**src/rtl/fifo_wr_arbiter.sv**
```systemverilog
// Round-robin write-port arbiter: grants one producer at a time for a bounded
// burst and drives the async FIFO write side directly, stalling on wr_full.
module fifo_wr_arbiter #(
    parameter int unsigned NUM_REQ   = 4,
    parameter int unsigned DATA_SIZE = 8,
    parameter int unsigned MAX_BURST = 4,
    parameter int unsigned ID_W      = $clog2(NUM_REQ)
) (
    input  logic                           wr_clk,
    input  logic                           wr_rstn,
    input  logic                           arb_en,
    input  logic [NUM_REQ-1:0]             req_valid,
    input  logic [NUM_REQ*DATA_SIZE-1:0]   req_data,
    output logic [NUM_REQ-1:0]             req_ready,
    input  logic                           wr_full,
    output logic                           wr_en,
    output logic [DATA_SIZE-1:0]           wr_data,
    output logic                           grant_valid,
    output logic [ID_W-1:0]                grant_id,
    output logic [15:0]                    wr_count
);

    localparam int unsigned BC_W = $clog2(MAX_BURST) + 1;

    typedef enum logic {
        IDLE  = 1'b0,
        GRANT = 1'b1
    } state_t;

    state_t          state, state_nxt;
    logic [ID_W-1:0] rr_ptr, rr_ptr_nxt, grant_id_nxt;
    logic [BC_W-1:0] burst_cnt, burst_cnt_nxt;
    logic [15:0]     wr_count_nxt;
    logic [ID_W:0]   sel;
    logic            rel;

    // Circular search from ptr; returns {found, index}.
    function automatic logic [ID_W:0] pick(input logic [NUM_REQ-1:0] vld,
                                           input logic [ID_W-1:0]    ptr);
        logic [ID_W:0] res;
        int            idx;
        res = '0;
        for (int k = int'(NUM_REQ) - 1; k >= 0; k--) begin
            idx = (int'(ptr) + k) % int'(NUM_REQ);
            if (vld[ID_W'(idx)]) res = {1'b1, ID_W'(idx)};
        end
        return res;
    endfunction

    always_ff @(posedge wr_clk or negedge wr_rstn) begin
        if (!wr_rstn) begin
            state       <= IDLE;
            grant_valid <= 1'b0;
            grant_id    <= '0;
            rr_ptr      <= '0;
            burst_cnt   <= '0;
            wr_count    <= '0;
        end else begin
            state       <= state_nxt;
            grant_valid <= (state_nxt == GRANT);
            grant_id    <= grant_id_nxt;
            rr_ptr      <= rr_ptr_nxt;
            burst_cnt   <= burst_cnt_nxt;
            wr_count    <= wr_count_nxt;
        end
    end

    always_comb begin
        state_nxt     = state;
        grant_id_nxt  = grant_id;
        rr_ptr_nxt    = rr_ptr;
        burst_cnt_nxt = burst_cnt;
        wr_count_nxt  = wr_count;
        req_ready     = '0;
        wr_en         = 1'b0;
        wr_data       = '0;
        sel           = '0;
        rel           = 1'b0;

        case (state)
            IDLE: begin
                sel = pick(req_valid, rr_ptr);
                if (arb_en && sel[ID_W]) begin
                    state_nxt     = GRANT;
                    grant_id_nxt  = sel[ID_W-1:0];
                    burst_cnt_nxt = '0;
                end
            end
            GRANT: begin
                req_ready[grant_id] = ~wr_full;
                wr_en   = req_valid[grant_id] & ~wr_full;
                wr_data = req_data[int'(grant_id)*int'(DATA_SIZE) +: DATA_SIZE];
                if (wr_en) begin
                    burst_cnt_nxt = burst_cnt + BC_W'(1);
                    wr_count_nxt  = wr_count + 16'd1;
                end
                rel = (wr_en && (burst_cnt == BC_W'(MAX_BURST - 1))) || !req_valid[grant_id];
                // On release the granted requester drops to lowest priority and
                // the next winner is picked on the same edge (no bubble).
                if (rel) begin
                    rr_ptr_nxt = ID_W'((int'(grant_id) + 1) % int'(NUM_REQ));
                    sel        = pick(req_valid, rr_ptr_nxt);
                    if (arb_en && sel[ID_W]) begin
                        grant_id_nxt  = sel[ID_W-1:0];
                        burst_cnt_nxt = '0;
                    end else begin
                        state_nxt = IDLE;
                    end
                end
            end
            default: state_nxt = IDLE;
        endcase
    end

endmodule

```
**config.mk**
```make
export PLATFORM = sky130hd
export DESIGN_NAME = fifo_wr_arbiter
export DESIGN_NICKNAME = d
export VERILOG_FILES = /design/src/rtl/fifo_wr_arbiter.sv
export SDC_FILE = /design/constraint.sdc
export NUM_CORES = 1
export LEC_CHECK = 0
export ABC_AREA = 1
export ABC_CLOCK_PERIOD_IN_PS = 5900
export BUFFER_PORTS_ARGS = -buffer_cell sky130_fd_sc_hd__clkbuf_2
export CAP_MARGIN = 20
export CELL_PAD_IN_SITES_DETAIL_PLACEMENT = 2
export CELL_PAD_IN_SITES_GLOBAL_PLACEMENT = 2
export CORE_MARGIN = 10
export CORE_UTILIZATION = 28
export CTS_CLUSTER_DIAMETER = 120
export DETAILED_ROUTE_END_ITERATION = 7
export PLACE_DENSITY = 0.95
export SYNTH_ARGS = -nofsm -noshare
export SYNTH_HDL_FRONTEND = slang
export SYNTH_SLANG_ARGS = --single-unit
```
**constraint.sdc**
```tcl
create_clock -name wr_clk -period 5.9 [get_ports wr_clk]
set_input_delay 0.295 -clock wr_clk [delete_from_list [all_inputs] [get_ports wr_clk]]
set_output_delay 0.295 -clock wr_clk [all_outputs]
set_load 0.01 [all_outputs]
```
* Yosys cells after proc, flatten, opt, wreduce, memory -nomap -nowiden
Cells that the tools add are included.
Cells by class: shifts and indexed selects 1, bitwise logic cells 4, $lt $le $gt $ge 10, equality and inequality tests 4, muxes and demuxes 55, reduce and logical (&&, ||, !) cells 9, add/subtract/negate cells 9
Operators with widths (count):
- 3-bit two-way mux | 15
- 2-bit by 4-bit less-than comparator with 1-bit output (second input constant) | 8
- 32-bit by 6-bit variable part select with 8-bit output | 1
- 1-bit two-way mux | 22
- 1-bit binary-select mux with 2-bit select | 9
- 16-bit by 1-bit adder with 16-bit output (second input constant) | 1
- 2-bit adder (second input constant) | 4
- 8-bit two-way mux | 1
- 2-bit by 1-bit adder with 2-bit output (second input constant) | 3
- 2-bit two-way mux | 3
- 3-bit case mux with 2 select lines | 1
- 4-bit bitwise AND | 1
- 1-bit logical AND | 4
- 4-bit two-way mux | 1
- 2-bit by 1-bit inequality test with 1-bit output (second input constant) | 2
- 2-bit case mux with 2 select lines | 1
- 2-bit AND reduction | 2
- 3-bit by 1-bit adder with 3-bit output (second input constant) | 1
- 3-bit by 2-bit equality test with 1-bit output (second input constant) | 1
- 2-bit by 3-bit less-than comparator with 1-bit output (second input constant) | 1
- 3-bit AND reduction | 1
- 1-bit demux with 2-bit select | 1
- 2-bit by 1-bit greater-or-equal comparator with 1-bit output (second input constant) | 1
- 2-bit inequality test (second input constant) | 1
- 5 further kinds | 6
Storage, ports and cells: flip-flop bits (word level) 24, output and inout port bits 32, word-level logic and storage cells 97, bits of input ports 40

* Logic depth before layout (Yosys ltp)
word-level depth 15, mapped depth 16, gate-level depth less buffers 13

* Least setup slack after synthesis
No wires, ideal clock.
path kind flip-flop to flip-flop, start register grant_id[0], end register grant_id[0], setup slack 3.707 ns, path buffers 3, data required time 5.773 ns, cell stages (with the launch flop) 16, period minus slack after synthesis 2.193 ns, setup time 0.127 ns, arrival 2.067 ns, path through dfrtp_1 -> buf_6 -> inv_4 -> buf_4 -> clkbuf_1 -> ha_1 -> inv_1 -> nand2_1 -> nand2_1 -> nand2_1 -> nand2_1 -> nor2_1 -> nand2_1 -> nand2_1 -> nor3_1 -> a21oi_1
Between the ends: cells in the longest elaborated chain, start to end 14, elaborated cells between the ends (all ways) 35, those cells by class add/sub: 4; eq/ne: 2; mux: 23; bitwise: 1; reduce/logical: 5
RTL lines:
- start: declaration | RTL line 19 | output logic [ID_W-1:0] grant_id,
- start signal: assignment | RTL line 61 | grant_id <= grant_id_nxt;
- 2-bit by 1-bit adder with 2-bit output | RTL line 101 | rr_ptr_nxt = ID_W'((int'(grant_id) + 1) % int'(NUM_REQ));
- 2-bit adder | RTL line 44 | idx = (int'(ptr) + k) % int'(NUM_REQ);
- 1-bit binary-select mux with 2-bit select | RTL line 45 | if (vld[ID_W'(idx)]) res = {1'b1, ID_W'(idx)};
- 1-bit two-way mux (implied by the code) (2 in series) | RTL line 45
- 3-bit two-way mux (4 in series) | RTL line 45
- 3-bit two-way mux | RTL line 100 | if (rel) begin
- 3-bit two-way mux | RTL line 80 | case (state)
- 2-bit two-way mux or 1-bit logical AND (tied branches) | RTL line 103 | if (arb_en && sel[ID_W]) begin
- 2-bit two-way mux or 2-bit by 1-bit inequality test with 1-bit output (tied branches)
- 2-bit case mux with 2 select lines or 3-bit AND reduction (tied branches)
Parallel ways exist; a longest one is shown, timed or not. The select of a mux whose other input is x is not followed. A chain may end at the register's enable or synchronous reset.

* Worst setup path after layout
Ends and elaborated chain as after synthesis.

==> out/qor.yml <==
drt_iter0_drc: 81
fin_setup_tns_ps: 0
routedWlPerCell_um: 17.09
post-route-util_pct: 35.48
startpoint: "grant_id[0]$_DFFE_PN0P_"
leakage_nw: 1.423
r2r_start: "grant_id[0]$_DFFE_PN0P_"
peakVddDrop_mv: 0.1688
critPathArrivalTime_ps: 3020
synth.area.mux_share_pct: 0
drtAntennaViolNets: 0
yosys.area_share.adder_pct: 4.182
insertion_delay_ps: 270
postCtsSetupRepairBufs: 0
layout-drive-gt1-share_pct: 23.72
cts.sinks: 24
htree_levels: 1
ys_seq_area_share_pct: 28.67
ys_types: 32
drt_pass1_iterations: 4
cts_tree: "built"
cts.repair.resized: 0
critPathMaxFanout: 30
first_global_vias: 2701
finalSetupViolCount: 0
clock.fmax_mhz: 355.3
rows: 31
crit_type: "flip-flop to flip-flop"
clockBufferDepth: 2
synthSimpleGateAreaFrac_pct: 42.11
setup_ws_ps: 3085
gp_congestion: 0.8825
syn_to_final_growth_pct: 22.88
cp-end-kind: "flip-flop"
dp_cells: 487
syn_avg_cell_area_um2: 6.425
synth_compound_area_share_pct: 10.33
wl_mm: 8.389
hold_buffers: 0
dieArea_um2: 11340
clock-skew-final_ps: 5.604
syn_area_um2: 2095
worstPathRequired_ps: 6110
cts-root-buf: "clkbuf_8"
hold_violations: 0
coreArea_um2: 7253
worstMarginPinSlew_ps: 1004
clk_pin_slew_ps: 90
final_nets: 440
gr-total-overflow: 0
total_power_w: 0.001202
layout_commonest_cell: "nand2_1"
cts_buffers: 3
vias: 2391
die_x_um: 106.5
finalNonFillerCells: 491
grt_first_pass_wirelength_mm: 14.06
finalCriticalPeriod_ps: 2815
place_ws_ps: 3059
status: "finished clean"
avgViaCountPerCell: 4.870
yosys_warnings: 0
syn_inst: 326
dp_hpwl_mm: 6.803
powerDensity_nw_per_um2: 466.8
period_share_pct: 47.71
die_h_um: 106.5
layout_common_cells: "nand2_1, clkbuf_2, nor2_1"
drc: 0
start_util_pct: 28.88
rsz0062_at_grt: "false"
maxSlewHeadroom_pct: 33.04
synth_fp_nets: 373
ioPinCount: 72
synthXorXnorAreaFrac_pct: 5.854
slew_violations: 0
hold_class: "input pin to async pin"
synth_top_family_by_area: "simple AND/OR/NAND/NOR gates"
worst_setup_path_start_kind: "flip-flop"
grt_max_degree: 31
port-buffer-count: 71
antenna_cells: 0
antenna_found_initial: 0
ys_ff_latch: 24
cap_violations: 0
grt_usage_pct: 14.97
==> area by class of cell <==
| class | count | area, µm² |
|---|---|---|
| clock buffer | 4 | 55.05 |
| inverter | 34 | 130.1 |
| sequential | 24 | 600.6 |
| fill | 955 | 4679 |
| multi-input combinational | 259 | 1309 |
| tap | 99 | 123.9 |
| timing repair buffer | 71 | 355.3 |
==> worst max-delay path, stage by stage, from the launching register on <==
cell and delay (ps):
dfrtp_1 1010, inv_4 260, ha_1 420, inv_1 160, nand2_1 70, nand2_1 150
nand2_1 70, nand2_1 100, nor2_1 70, nand2_1 50, nand2_1 70, nor2_1 100
nor2_1 50, a21oi_1 150
==> path summary, 6_finish.rpt <==
check | to | depth (start not counted) | slack (ps)
min in group wr_clk | state$_DFF_PN0_ | 5 | 450
max in group asynchronous | rr_ptr[0]$_DFFE_PN0P_ | 1 | 5470
min reg2reg | burst_cnt[0]$_DFFE_PN0P_ | 1 | 500
min | wr_count[14]$_DFFE_PN0P_ | 1 | 20
max | grant_id[0]$_DFFE_PN0P_ | 13 | 3090
max reg2reg | grant_id[0]$_DFFE_PN0P_ | 13 | 3090
==> cell usage after synthesis <==
| cell | instances | area share [%] |
|---|---|---|
| buf_6 | 1 | 0.54 |
| nor3_2 | 3 | 1.4 |
| a21oi_1 | 13 | 3.1 |
| nor2_8 | 1 | 0.96 |
| nand4_4 | 1 | 1.0 |
| xor2_1 | 12 | 5.0 |
| o21ai_0 | 25 | 6.0 |
| nor2_1 | 46 | 8.2 |
| nand2_2 | 3 | 0.90 |
| ha_1 | 7 | 4.2 |
| clkinv_1 | 1 | 0.18 |
| buf_4 | 2 | 0.72 |
| nand2_4 | 2 | 1.1 |
| dfrtp_1 | 24 | 29 |
| nor4_1 | 2 | 0.60 |
| nor2_4 | 1 | 0.54 |
| o21ai_1 | 1 | 0.24 |
| nor2_2 | 1 | 0.30 |
| nand2_1 | 105 | 19 |
| nand3_2 | 2 | 0.96 |
| a31oi_1 | 2 | 0.60 |
| clkbuf_1 | 1 | 0.18 |
| nand3b_1 | 1 | 0.36 |
| xnor2_1 | 2 | 0.84 |
| inv_2 | 3 | 0.54 |
| o2111ai_1 | 1 | 0.42 |
| inv_4 | 1 | 0.30 |
| buf_2 | 5 | 1.2 |
| nor3_1 | 5 | 1.2 |
| nand3_1 | 19 | 4.5 |
| inv_1 | 29 | 5.2 |
| nand4_1 | 4 | 1.2 |
==> where the power goes <==
| group | switching (W) | internal (W) |
|---|---|---|
| Clock | 0.0000574 | 0.0000598 |
| Combinational | 0.000496 | 0.000257 |
| Sequential | 0.000118 | 0.000213 |
| Total | 0.000672 | 0.000530 |
==> cells by family (layout without fill, tap and decap cells) <==
logic type                 count (synthesis)  after routing
and+or+nand+nor                          196            196
buffers and inverters                     43            109
AOI/OAI and AO/OA                         42             42
DFF                                       24             24
xor gates and xnor gates                  14             14
adders and majority gates                  7              7
==> per-layer routing <==
| metal | routed length, µm | track usage, % | vias up |
|---|---|---|---|
| met2 | 4172 | 27.21 | 64 |
| met1 | 3630 | 17.28 | 1154 |
| met4 | 124 | 4.449 | 0 |
| met5 | 0 | 0 | - |
| met3 | 461 | 2.899 | 8 |
| li1 | - | - | 1165 |
==> stage by stage <==
step	instance area (µm²)	hold WS, ps
after floorplan	2095	-0.5911
after global placement	2519	336.5
after detailed placement	2519	339.2
after CTS	2574	27.44
after global routing	2574	45.59
final	2574	16.10
==> registers in the layout, summed over array words and instances (netlist names) <==
name	count
burst_cnt	3
rr_ptr	2
wr_count	16
state	1
grant_id	2
No activity file was read; power rests on OpenSTA's default activity.
